### config.mk
export PLATFORM = sky130hd
export DESIGN_NAME = enemy_director_flat
export DESIGN_NICKNAME = d
export VERILOG_FILES = /design/src/rtl/enemy_director_if.sv /design/src/rtl/enemy_director.sv /design/src/flat_wrapper.sv
export SDC_FILE = /design/constraint.sdc
export NUM_CORES = 1
export LEC_CHECK = 0
export ABC_CLOCK_PERIOD_IN_PS = 2950
export BUFFER_PORTS_ARGS = -buffer_cell sky130_fd_sc_hd__buf_2
export CAP_MARGIN = 20
export CORE_MARGIN = 2
export CORE_UTILIZATION = 25
export CTS_CLUSTER_DIAMETER = 40
export CTS_CLUSTER_SIZE = 12
export DETAILED_ROUTE_END_ITERATION = 8
export PLACE_DENSITY = 0.4
export SYNTH_ARGS = -nofsm -noshare
export SYNTH_HDL_FRONTEND = slang
export SYNTH_SLANG_ARGS = --single-unit
### constraint.sdc
create_clock -name clk -period 2.95 [get_ports clk]
set_clock_uncertainty 0.1 [all_clocks]
set_input_delay 0.295 -clock clk [delete_from_list [all_inputs] [get_ports clk]]
set_output_delay 0.295 -clock clk [all_outputs]
set_load 0.05 [all_outputs]
### src/rtl/enemy_director_if.sv
// enemy_director_if
//   Bundles the game-rule controller's object-side signals.
//   master : the side that supplies positions, start and frame_tick and
//            consumes the strobes (top level / bench).
//   slave  : the enemy_director itself.
//   Inputs to the director : start, frame_tick, enemy/ebullet/player/pbullet
//                            x,y (10 bit each), pbullet_active.
//   Outputs of the director: move_down, move_bullet, shoot, killed,
//                            bullet_hit, pbullet_hit, stop, score[15:0],
//                            lives[1:0].
interface enemy_director_if;
  logic        start;
  logic        frame_tick;
  logic [9:0]  enemy_x;
  logic [9:0]  enemy_y;
  logic [9:0]  ebullet_x;
  logic [9:0]  ebullet_y;
  logic [9:0]  player_x;
  logic [9:0]  player_y;
  logic [9:0]  pbullet_x;
  logic [9:0]  pbullet_y;
  logic        pbullet_active;
  logic        move_down;
  logic        move_bullet;
  logic        shoot;
  logic        killed;
  logic        bullet_hit;
  logic        pbullet_hit;
  logic        stop;
  logic [15:0] score;
  logic [1:0]  lives;

  modport master (
    output start, frame_tick, enemy_x, enemy_y, ebullet_x, ebullet_y,
           player_x, player_y, pbullet_x, pbullet_y, pbullet_active,
    input  move_down, move_bullet, shoot, killed, bullet_hit, pbullet_hit,
           stop, score, lives
  );

  modport slave (
    input  start, frame_tick, enemy_x, enemy_y, ebullet_x, ebullet_y,
           player_x, player_y, pbullet_x, pbullet_y, pbullet_active,
    output move_down, move_bullet, shoot, killed, bullet_hit, pbullet_hit,
           stop, score, lives
  );
endinterface

### src/rtl/enemy_director.sv
// enemy_director
//   Game-rule controller: paces the enemy (move_down, move_bullet, shoot),
//   resolves collisions once per frame, and keeps score and lives.
//   Ports:
//     clk    : clock
//     reset  : asynchronous, active-high; returns to IDLE with stop=1
//     bus    : enemy_director_if.slave (positions in, strobes/score/lives out)
//   Optional feature: define DIRECTOR_LFSR_SHOOT_EN to gate each shoot
//   opportunity with bit 0 of an 8-bit LFSR (taps 8,6,5,4, seed 8'hA5).
//   All outputs are registered.
module enemy_director #(
  parameter int MOVE_DIV   = 400000,
  parameter int BULLET_DIV = 100000,
  parameter int SHOOT_DIV  = 25000000,
  parameter int BOX_WIDTH  = 32,
  parameter int BOX_HEIGHT = 32,
  parameter int BULLET_H   = 7,
  parameter int MAX_Y      = 480,
  parameter int LIVES      = 3
) (
  input  logic             clk,
  input  logic             reset,
  enemy_director_if.slave  bus
);

  localparam logic [2:0] S_IDLE  = 3'd0;
  localparam logic [2:0] S_RUN   = 3'd1;
  localparam logic [2:0] S_EKILL = 3'd2;
  localparam logic [2:0] S_PHIT  = 3'd3;
  localparam logic [2:0] S_OVER  = 3'd4;

  localparam int MW = $clog2(MOVE_DIV + 1);
  localparam int BW = $clog2(BULLET_DIV + 1);
  localparam int SW = $clog2(SHOOT_DIV + 1);

  localparam logic [10:0] BOX_W11 = 11'(BOX_WIDTH);
  localparam logic [10:0] BOX_H11 = 11'(BOX_HEIGHT);
  localparam logic [10:0] BUL_H11 = 11'(BULLET_H);
  localparam logic [10:0] MAX_Y11 = 11'(MAX_Y);

  // Axis-aligned box overlap; sums kept in 11 bits so edges near 1023 cannot wrap.
  function automatic logic overlap(
    input logic [9:0]  ax, input logic [9:0]  ay,
    input logic [10:0] aw, input logic [10:0] ah,
    input logic [9:0]  bx, input logic [9:0]  by,
    input logic [10:0] bw, input logic [10:0] bh
  );
    return ({1'b0, ax} < ({1'b0, bx} + bw)) && ({1'b0, bx} < ({1'b0, ax} + aw)) &&
           ({1'b0, ay} < ({1'b0, by} + bh)) && ({1'b0, by} < ({1'b0, ay} + ah));
  endfunction

  function automatic logic [15:0] sat_inc(input logic [15:0] v);
    return (v == 16'hFFFF) ? v : v + 16'd1;
  endfunction

  logic [2:0]    state;
  logic [2:0]    nxt;
  logic          kp, hp, hb;          // hb: pending hit came from enemy body
  logic          kp_n, hp_n, hb_n;
  logic          kill_det, hit_det, body_det;
  logic          advance;
  logic          md_tick, mb_tick, sh_tick, shoot_n;
  logic [MW-1:0] md_cnt;
  logic [BW-1:0] mb_cnt;
  logic [SW-1:0] sh_cnt;
  logic          idle_like;

  assign idle_like = (state == S_IDLE) || (state == S_OVER);

  always_comb begin
    kill_det = bus.pbullet_active &&
               overlap(bus.pbullet_x, bus.pbullet_y, BOX_W11, BUL_H11,
                       bus.enemy_x, bus.enemy_y, BOX_W11, BOX_H11);
    body_det = overlap(bus.enemy_x, bus.enemy_y, BOX_W11, BOX_H11,
                       bus.player_x, bus.player_y, BOX_W11, BOX_H11);
    hit_det  = (({1'b0, bus.ebullet_y} < MAX_Y11) &&
                overlap(bus.ebullet_x, bus.ebullet_y, BOX_W11, BUL_H11,
                        bus.player_x, bus.player_y, BOX_W11, BOX_H11)) || body_det;
  end

  // Pending flags include this cycle's detection so the strobe lands one cycle after frame_tick.
  always_comb begin
    kp_n = kp;
    hp_n = hp;
    hb_n = hb;
    if (state == S_RUN && bus.frame_tick) begin
      kp_n = kp | kill_det;
      hp_n = hp | hit_det;
      hb_n = hb | body_det;
    end
    nxt = state;
    case (state)
      S_IDLE, S_OVER: if (bus.start) nxt = S_RUN;
      S_RUN: begin
        if (kp_n)      nxt = S_EKILL;
        else if (hp_n) nxt = S_PHIT;
      end
      S_EKILL: nxt = hp ? S_PHIT : S_RUN;
      S_PHIT:  nxt = (bus.lives <= 2'd1) ? S_OVER : S_RUN;
      default: nxt = S_IDLE;
    endcase
  end

  // Dividers only count while staying in RUN, so a pulse is never swallowed by EKILL/PHIT.
  assign advance = (state == S_RUN) && (nxt == S_RUN);
  assign md_tick = advance && (md_cnt == MW'(MOVE_DIV - 1));
  assign mb_tick = advance && (mb_cnt == BW'(BULLET_DIV - 1));
  assign sh_tick = advance && (sh_cnt == SW'(SHOOT_DIV - 1));

  always_ff @(posedge clk or posedge reset) begin
    if (reset) begin
      md_cnt <= '0;
      mb_cnt <= '0;
      sh_cnt <= '0;
    end else if (idle_like) begin
      md_cnt <= '0;
      mb_cnt <= '0;
      sh_cnt <= '0;
    end else if (advance) begin
      md_cnt <= md_tick ? '0 : md_cnt + MW'(1);
      mb_cnt <= mb_tick ? '0 : mb_cnt + BW'(1);
      sh_cnt <= sh_tick ? '0 : sh_cnt + SW'(1);
    end
  end

`ifdef DIRECTOR_LFSR_SHOOT_EN
  logic [7:0] lfsr;
  logic       lfsr_fb;

  assign lfsr_fb = lfsr[7] ^ lfsr[5] ^ lfsr[4] ^ lfsr[3];
  // New bit 0 equals the feedback bit, so the gate uses the post-advance value.
  assign shoot_n = sh_tick && lfsr_fb;

  always_ff @(posedge clk or posedge reset) begin
    if (reset)        lfsr <= 8'hA5;
    else if (sh_tick) lfsr <= {lfsr[6:0], lfsr_fb};
  end
`else
  assign shoot_n = sh_tick;
`endif

  always_ff @(posedge clk or posedge reset) begin
    if (reset) begin
      state           <= S_IDLE;
      kp              <= 1'b0;
      hp              <= 1'b0;
      hb              <= 1'b0;
      bus.move_down   <= 1'b0;
      bus.move_bullet <= 1'b0;
      bus.shoot       <= 1'b0;
      bus.killed      <= 1'b0;
      bus.bullet_hit  <= 1'b0;
      bus.pbullet_hit <= 1'b0;
      bus.stop        <= 1'b1;
      bus.score       <= 16'd0;
      bus.lives       <= 2'(LIVES);
    end else begin
      state           <= nxt;
      kp              <= kp_n && (state != S_EKILL);
      hp              <= hp_n && (state != S_PHIT);
      hb              <= hb_n && (state != S_PHIT);
      bus.move_down   <= md_tick;
      bus.move_bullet <= mb_tick;
      bus.shoot       <= shoot_n;
      // Strobes are raised on entry so they coincide with the one-cycle EKILL/PHIT state.
      bus.killed      <= (nxt == S_EKILL) || ((nxt == S_PHIT) && hb_n);
      bus.pbullet_hit <= (nxt == S_EKILL);
      bus.bullet_hit  <= (nxt == S_PHIT);
      bus.stop        <= (nxt == S_IDLE) || (nxt == S_OVER);
      if (idle_like && bus.start) begin
        bus.score <= 16'd0;
        bus.lives <= 2'(LIVES);
      end else if (state == S_EKILL) begin
        bus.score <= sat_inc(bus.score);
      end else if (state == S_PHIT && bus.lives != 2'd0) begin
        bus.lives <= bus.lives - 2'd1;
      end
    end
  end

endmodule
### src/flat_wrapper.sv
// flat-port wrapper written by rule: the top's interface ports become plain ports
module enemy_director_flat 
#(
  parameter int MOVE_DIV   = 400000,
  parameter int BULLET_DIV = 100000,
  parameter int SHOOT_DIV  = 25000000,
  parameter int BOX_WIDTH  = 32,
  parameter int BOX_HEIGHT = 32,
  parameter int BULLET_H   = 7,
  parameter int MAX_Y      = 480,
  parameter int LIVES      = 3
)
  (clk, reset, bus_start, bus_frame_tick, bus_enemy_x, bus_enemy_y, bus_ebullet_x, bus_ebullet_y, bus_player_x, bus_player_y, bus_pbullet_x, bus_pbullet_y, bus_pbullet_active, bus_move_down, bus_move_bullet, bus_shoot, bus_killed, bus_bullet_hit, bus_pbullet_hit, bus_stop, bus_score, bus_lives);
  enemy_director_if bus_i ();
  input  logic clk;
  input  logic reset;
  input wire logic [$bits(bus_i.start)-1:0] bus_start;
  input wire logic [$bits(bus_i.frame_tick)-1:0] bus_frame_tick;
  input wire logic [$bits(bus_i.enemy_x)-1:0] bus_enemy_x;
  input wire logic [$bits(bus_i.enemy_y)-1:0] bus_enemy_y;
  input wire logic [$bits(bus_i.ebullet_x)-1:0] bus_ebullet_x;
  input wire logic [$bits(bus_i.ebullet_y)-1:0] bus_ebullet_y;
  input wire logic [$bits(bus_i.player_x)-1:0] bus_player_x;
  input wire logic [$bits(bus_i.player_y)-1:0] bus_player_y;
  input wire logic [$bits(bus_i.pbullet_x)-1:0] bus_pbullet_x;
  input wire logic [$bits(bus_i.pbullet_y)-1:0] bus_pbullet_y;
  input wire logic [$bits(bus_i.pbullet_active)-1:0] bus_pbullet_active;
  output wire logic [$bits(bus_i.move_down)-1:0] bus_move_down;
  output wire logic [$bits(bus_i.move_bullet)-1:0] bus_move_bullet;
  output wire logic [$bits(bus_i.shoot)-1:0] bus_shoot;
  output wire logic [$bits(bus_i.killed)-1:0] bus_killed;
  output wire logic [$bits(bus_i.bullet_hit)-1:0] bus_bullet_hit;
  output wire logic [$bits(bus_i.pbullet_hit)-1:0] bus_pbullet_hit;
  output wire logic [$bits(bus_i.stop)-1:0] bus_stop;
  output wire logic [$bits(bus_i.score)-1:0] bus_score;
  output wire logic [$bits(bus_i.lives)-1:0] bus_lives;
  assign bus_i.start = bus_start;
  assign bus_i.frame_tick = bus_frame_tick;
  assign bus_i.enemy_x = bus_enemy_x;
  assign bus_i.enemy_y = bus_enemy_y;
  assign bus_i.ebullet_x = bus_ebullet_x;
  assign bus_i.ebullet_y = bus_ebullet_y;
  assign bus_i.player_x = bus_player_x;
  assign bus_i.player_y = bus_player_y;
  assign bus_i.pbullet_x = bus_pbullet_x;
  assign bus_i.pbullet_y = bus_pbullet_y;
  assign bus_i.pbullet_active = bus_pbullet_active;
  assign bus_move_down = bus_i.move_down;
  assign bus_move_bullet = bus_i.move_bullet;
  assign bus_shoot = bus_i.shoot;
  assign bus_killed = bus_i.killed;
  assign bus_bullet_hit = bus_i.bullet_hit;
  assign bus_pbullet_hit = bus_i.pbullet_hit;
  assign bus_stop = bus_i.stop;
  assign bus_score = bus_i.score;
  assign bus_lives = bus_i.lives;
  enemy_director #(.MOVE_DIV(MOVE_DIV), .BULLET_DIV(BULLET_DIV), .SHOOT_DIV(SHOOT_DIV), .BOX_WIDTH(BOX_WIDTH), .BOX_HEIGHT(BOX_HEIGHT), .BULLET_H(BULLET_H), .MAX_Y(MAX_Y), .LIVES(LIVES)) u_core (.clk(clk), .reset(reset), .bus(bus_i));
endmodule
==> results by group, run 1 <==
Outcome
  – Status: finished, violations left
  – Failing checks: setup timing

Logic synthesis
  – Syn Nets: 1126
  – Post-synthesis sequential area ratio: 0.291
  – Async S/R FF share, synth: 1.00
  – Post-synth EDFFs: 0
  – Post-Syn Area: 7930 µm²
  – Mapped Cells: 925
  – Post-Syn Area per Cell: 8.58 µm²
  – Library cells used by synthesis: 66
  – Yosys warns: 0
  – Seq cells post-synth: 92
  – Most common flop cell mapped by yosys: dfrtp_1

Placed design
  – Post-DP HPWL: 18400 µm
  – Placer congestion estimate: 0.774
  – IO Port Bufs: 109
  – Placed instance count: 1581

Drt
  – DR vias: 7721
  – 1st-pass router iterations: 4
  – Drt total wl: 24500 µm
  – Routed length per instance: 15.0 µm
  – Avg Vias per Cell: 4.73
  – ANT nets after route: 0
  – DRC: 0
  – Detailed Route Iter0 Violations: 356

Global route
  – Largest net degree at the start of global routing: 49
  – Tot GR Track Use: 0.154
  – First-pass GRT wire length: 41100 µm
  – Vias in the first global route: 7876
  – Global route total overflow: 0
  – Initial antenna violation count: 2

Power and ir drop
  – Final Power: 6.90 mW
  – Lkg Pwr: 5.73 nW
  – P per Cell Area: 592 nW/µm²
  – Worst-case vdd ir drop: 0.000400 V

Clocking
  – CTS tree: done
  – CTS Buf Count: 9
  – Clock transition at the registers of the reported paths: 0.07 ns
  – Sink Count: 92
  – Max Buffers Root-to-Sink: 2
  – Root Buffer: clkbuf_16
  – CTS H-Tree Depth: 3
  – Clock latency at the later pin of the worst-skew pair: 0.35 ns

Die
  – Die Width: 182 µm
  – Row cnt: 65
  – Die H: 182 µm
  – Initial Utilization: 0.253
  – Core Footprint: 31400 µm²
  – Die area: 33200 µm²
  – Ports: 110

Layout
  – Final net count: 1426
  – P&R area growth vs syn: 47.0%
  – Fin cells: 1633
  – Final core utilization: 0.371
  – Commonest non-fill, non-tap cell in the layout: buf_4
  – Commonest cells after routing, fill and taps aside: buf_4, ha_1, buf_2, dfrtp_1, nand2_1
  – Share of cells above drive strength 1: 0.359

Worst setup path
  – Crit Path Category: in -> reg
  – Crit. End Element: register
  – Crit-path max FO: 8
  – CP required: 3.08 ns
  – Crit path DAT: 3.37 ns
  – Startpoint types: input pin

Timing
  – Worst hold margin: 0.166 ns
  – Worst setup margin: -0.285 ns
  – Final hold vios: 0
  – Count of final setup violators: 65
  – Max transition margin: 0.541
  – Setup_tns: -12.60 ns
  – Max Freq: 309 MHz
  – Max Slew Vio Count: 0
  – RSZ-0062 raised after global routing: true
  – Final worst-path cycle share: 1.10
  – Fin crit period: 3.23 ns
  – Worst-margin pin slew: 0.688 ns

Hold path
  – HP Class: in -> reg

Job
  – Maxcap violations: 0
[cell usage after synthesis, types with 5 or more instances]
library cell,number,area share
ha_1,116,0.18
nand2_1,91,0.043
dfrtp_1,89,0.28
nor2_1,73,0.035
nand3_1,66,0.042
inv_1,56,0.026
o21ai_0,52,0.033
a21oi_1,40,0.025
xor2_1,35,0.039
and3_1,29,0.023
xnor2_1,28,0.031
nand4_1,23,0.018
nor3_1,20,0.013
a21o_1,19,0.018
nand2b_1,14,0.011
a221o_1,10,0.013
nor4_1,10,0.0079
a211oi_1,9,0.0085
buf_2,9,0.0057
clkbuf_1,8,0.0038
o211ai_1,8,0.0076
a211o_1,7,0.0077
nor2b_1,7,0.0055
or2_2,7,0.0055
nor3b_1,6,0.0057
o311ai_1,6,0.0066
or3_1,6,0.0047
and2_1,5,0.0039
and4_1,5,0.0055
nand3b_1,5,0.0047
[report_power, final]
group / internal (mW) / total (mW) / switching [mW] / leakage (nW)
registers: 1.40 / 1.50 / 0.105 / 1.26
clock network: 0.766 / 1.27 / 0.508 / 0.153
logic: 2.06 / 4.13 / 2.07 / 4.32
[flip-flops by register name, indices dropped and copies added, names as in the netlist, 2 cells and up]
register / count
u_core.sh_cnt: 25
u_core.state: 3
u_core.md_cnt: 19
u_core.bus.lives: 2
u_core.bus.score: 16
u_core.mb_cnt: 17
[critical path, stage by stage]
cell and delay [ns]:
buf_12 0.10, inv_12 0.03, ha_4 0.15, nand2b_4 0.06, and3_4 0.19, nand4_1 0.11
xor2_1 0.16, ha_1 0.29, a21o_1 0.18, a221oi_2 0.21, nand3_1 0.10, a2111o_1 0.40
buf_6 0.14, o221a_4 0.28, buf_6 0.12, nand3_4 0.12, buf_12 0.14, nor2_2 0.03
a211o_1 0.25
[path summary, 6_finish.rpt]
| kind | endpoint | from | cells past startpoint | slack, ns |
|---|---|---|---|---|
| max in group asynchronous | u_core.bus.stop | reset | 4 | 1.50 |
| setup reg to reg | u_core.sh_cnt[21] | u_core.state[1] | 13 | -0.17 |
| setup / recovery | u_core.sh_cnt[21] | bus_ebullet_y[0] | 19 | -0.28 |
| hold reg to reg | u_core.bus.lives[1] | u_core.bus.lives[1] | 2 | 0.43 |
| hold / removal | u_core.state[2] | bus_start | 3 | 0.17 |
| min in group asynchronous | u_core.bus.score[12] | reset | 3 | 0.48 |
[metal layers]
metal / global-route usage / up-vias / part of all wire / wire (µm)
met2: 0.256 / 85 / 0.47 / 11500
met1: 0.211 / 3641 / 0.50 / 12100
li1: - / 3986 / - / -
met4: 0.0258 / 0 / 0.0059 / 144
met5: 0 / - / 0 / 0
met3: 0.0281 / 9 / 0.029 / 719
[what timing repair did]
| item | CTS | global route |
|---|---|---|
| hold endpoints to repair | 45 | 0 |
| hold buffers | 1 | 0 |
| pin swaps | 21 | 21 |
| endpoints found under the setup margin | 66 | 70 |
| setup buffers | 23 | 6 |
| gates cloned | 10 | 1 |
| resized for setup | 70 | 83 |
[cell families after synthesis]
family                   count (synthesis)  synth area share
XOR/XNOR                                63            0.0696
AND/OR/NAND/NOR                        377             0.240
buffers and inverters                   77            0.0407
adder cells (fa/ha/maj)                116             0.183
AO/OA/AOI/OAI                          197             0.173
flip-flops                              92             0.291
multiplexers                             3           0.00379
[final cells by class]
type                       count  area, µm²
fill                        3311      19700
multi-input combinational    756       5830
timing repair buffer         310       2470
sequential                    92       2310
tap                          402        503
clock buffer                  12        246
inverter                      56        230
clock inverter                 4       72.6
antenna                        1       2.50
[through the flow]
step	cell area (µm²)	worst slack, ns
final	11700	-0.285
after global routing	11700	-0.433
after CTS	11400	-0.298
after detailed placement	10300	-0.776
after global placement	10300	-1.05
after floorplan	8060	-0.218
Note: power is estimated with default switching activity, not from simulation.
==> run 2: changes to the inputs <==
REMOVE_ABC_BUFFERS = 1   (was default)
==> run 2 against run 1 <==
  * The flow still finishes with violations (setup timing)
  * Sequential share of layout area increased by 0.23 points
  * Sequential power about the same
  * Design area decreased by 1.2%
  * Setup slack improved by 0.053 ns
  * Wire length increased by 1.5%
  * Critical path depth unchanged
  * Critical endpoint is now u_core.md_cnt[14]
  * Hold slack got worse by 0.033 ns
==> results by group, run 2 (same netlist as run 1, synthesis figures left out) <==
Outcome
  – Status: finished, violations left
  – Failing checks: setup timing

Drt
  – Drt total wl: 24900 µm
  – Routed length per instance: 15.2 µm
  – 1st-pass router iterations: 4
  – Detailed Route Iter0 Violations: 340
  – ANT nets after route: 0
  – DRC: 0
  – DR vias: 7756
  – Avg Vias per Cell: 4.74

Power and ir drop
  – Worst-case vdd ir drop: 0.000436 V
  – P per Cell Area: 586 nW/µm²
  – Lkg Pwr: 5.64 nW

Timing
  – RSZ-0062 raised after global routing: true
  – Max transition margin: 0.708
  – Max Slew Vio Count: 0
  – Final worst-path cycle share: 1.08
  – Worst setup margin: -0.232 ns
  – Count of final setup violators: 66
  – Max Freq: 314 MHz
  – Fin crit period: 3.18 ns
  – Final hold vios: 0
  – Worst-margin pin slew: 0.438 ns

Hold path
  – HP Class: in -> reg

Global route
  – Tot GR Track Use: 0.150
  – Initial antenna violation count: 2
  – Vias in the first global route: 7658
  – First-pass GRT wire length: 40200 µm
  – Global route total overflow: 0
  – Largest net degree at the start of global routing: 62

Job
  – Maxcap violations: 0

Worst setup path
  – Crit path largest cell delay: 0.35 ns
  – Crit-path max FO: 7
  – R2R setup slack: -0.12 ns
  – Startpoint types: input pin
  – Slowest CP cell: a2111o_1
  – CP required: 3.08 ns
  – Crit path DAT: 3.31 ns
  – CP cell instances: buf_8 -> inv_4 -> ha_4 -> nand2b_4 -> and3_4 -> nand4_1 -> xor2_1 -> ha_1 -> a21o_1 -> a221oi_2 -> nand3_1 -> a2111o_1 -> buf_6 -> o221ai_4 -> buf_6 -> buf_6 -> nor2_4 -> and3_4 -> a221o_1
  – Crit Path Category: in -> reg
  – Crit. End Element: register
  – Most common cell on crit path: buf_6

Clocking
  – Max Buffers Root-to-Sink: 2
  – CTS tree: done
  – Clock transition at the registers of the reported paths: 0.07 ns
  – Root Buffer: clkbuf_16
  – Sink Count: 92
  – CTS H-Tree Depth: 3
  – Clock latency at the later pin of the worst-skew pair: 0.36 ns
  – CTS Buf Count: 9

Layout
  – P&R area growth vs syn: 45.3%
  – Max reg flops: 25
  – Final core utilization: 0.367
  – Largest regs: u_core.sh_cnt x25, u_core.md_cnt x19, u_core.mb_cnt x17
  – Multi-input gate area: 5780 µm²
  – Reg area: 2310 µm²
  – Fill count: 3256
  – Most flop-heavy register: u_core.sh_cnt
  – Final net count: 1428
  – Commonest non-fill, non-tap cell in the layout: buf_4
  – Commonest cells after routing, fill and taps aside: buf_4, ha_1, buf_2, dfrtp_1, nor2_1
  – Share of cells above drive strength 1: 0.351

Placed design
  – Post-DP HPWL: 18200 µm
  – Placer congestion estimate: 0.768
  – DP Worst Slack: -1.17 ns
  – IO Port Bufs: 109

Die
  – Die Width: 182 µm
  – Die area: 33200 µm²
  – Row cnt: 65
  – Die H: 182 µm
  – Initial Utilization: 0.253
  – Ports: 110
  – Core Footprint: 31400 µm²
[run 2: cell count changes in the layout (fill, tap and decap cells not counted), moves of 4 or more]
cell,before,now
buf_12,14,7
buf_6,14,21
inv_4,1,5
nand2_2,8,17
nand2_4,14,7
nand3_1,59,64
nand3_2,7,3
o21ai_0,19,29
o21ai_2,20,10
o311ai_1,1,6
o311ai_2,5,0
[run 2: critical path, delay by kind of cell]
family	cells	cell delay, ns
AOI/OAI and AO/OA	5	1.24
and+or+nand+nor	6	0.66
buffers and inverters	5	0.48
adders and majority gates	2	0.45
xor gates and xnor gates	1	0.16
[run 2: path summary, 6_finish.rpt]
check	cells after the start	startpoint	end
max	19	bus_ebullet_y[0]	u_core.md_cnt[14]
min	3	bus_start	u_core.state[2]
max reg2reg	13	u_core.state[1]	u_core.sh_cnt[8]
min reg2reg	1	u_core.md_cnt[1]	u_core.md_cnt[1]
max in group asynchronous	4	reset	u_core.bus.stop
min in group asynchronous	3	reset	u_core.bus.score[12]
[run 2: layout make-up]
| cell class | count | area share |
|---|---|---|
| Antenna cell | 1 | 0.000217 |
| Timing Repair Buffer | 310 | 0.209 |
| Inverter | 56 | 0.0193 |
| Clock inverter | 5 | 0.00543 |
| Clock buffer | 11 | 0.0211 |
| Tap cell | 402 | 0.0436 |
| Sequential cell | 92 | 0.200 |
| Multi-Input combinational cell | 758 | 0.501 |
[run 2: timing repair]
item,CTS,global route
buffers inserted,26,6
gates cloned,11,0
pin swaps,39,31
resized for setup,96,79
hold endpoints to repair,29,0
endpoints found under the setup margin,67,71
hold buffers,1,0
[run 2: layer usage]
metal	wire, µm	track usage	share of wire
met5	13	0	0.00052
met4	263	0.0277	0.011
met3	828	0.0257	0.033
met2	11400	0.250	0.46
met1	12400	0.206	0.50
[run 2: metrics by stage]
| step | area, µm² | instances | TNS (ns) | power (mW) | hold slack [ns] |
|---|---|---|---|---|---|
| after detailed placement | 10200 | 1583 | -55.51 | 4.10 | 0.245 |
| final | 11500 | 1635 | -9.60 | 6.75 | 0.133 |
| after floorplan | 7820 | 904 | -54.45 | 2.81 | 0.381 |
| after CTS | 11300 | 1635 | -20.33 | 6.84 | 0.126 |
| after global routing | 11500 | 1634 | -23.51 | 7.18 | 0.190 |
| after global placement | 10200 | 1583 | -54.79 | 4.10 | 0.245 |
[run 2: where the power goes]
part	internal [mW]	total, mW	leakage, nW	switching [mW]
Sequential	1.40	1.52	1.26	0.119
Combinational	1.98	4.01	4.24	2.03
Clock	0.684	1.22	0.142	0.539
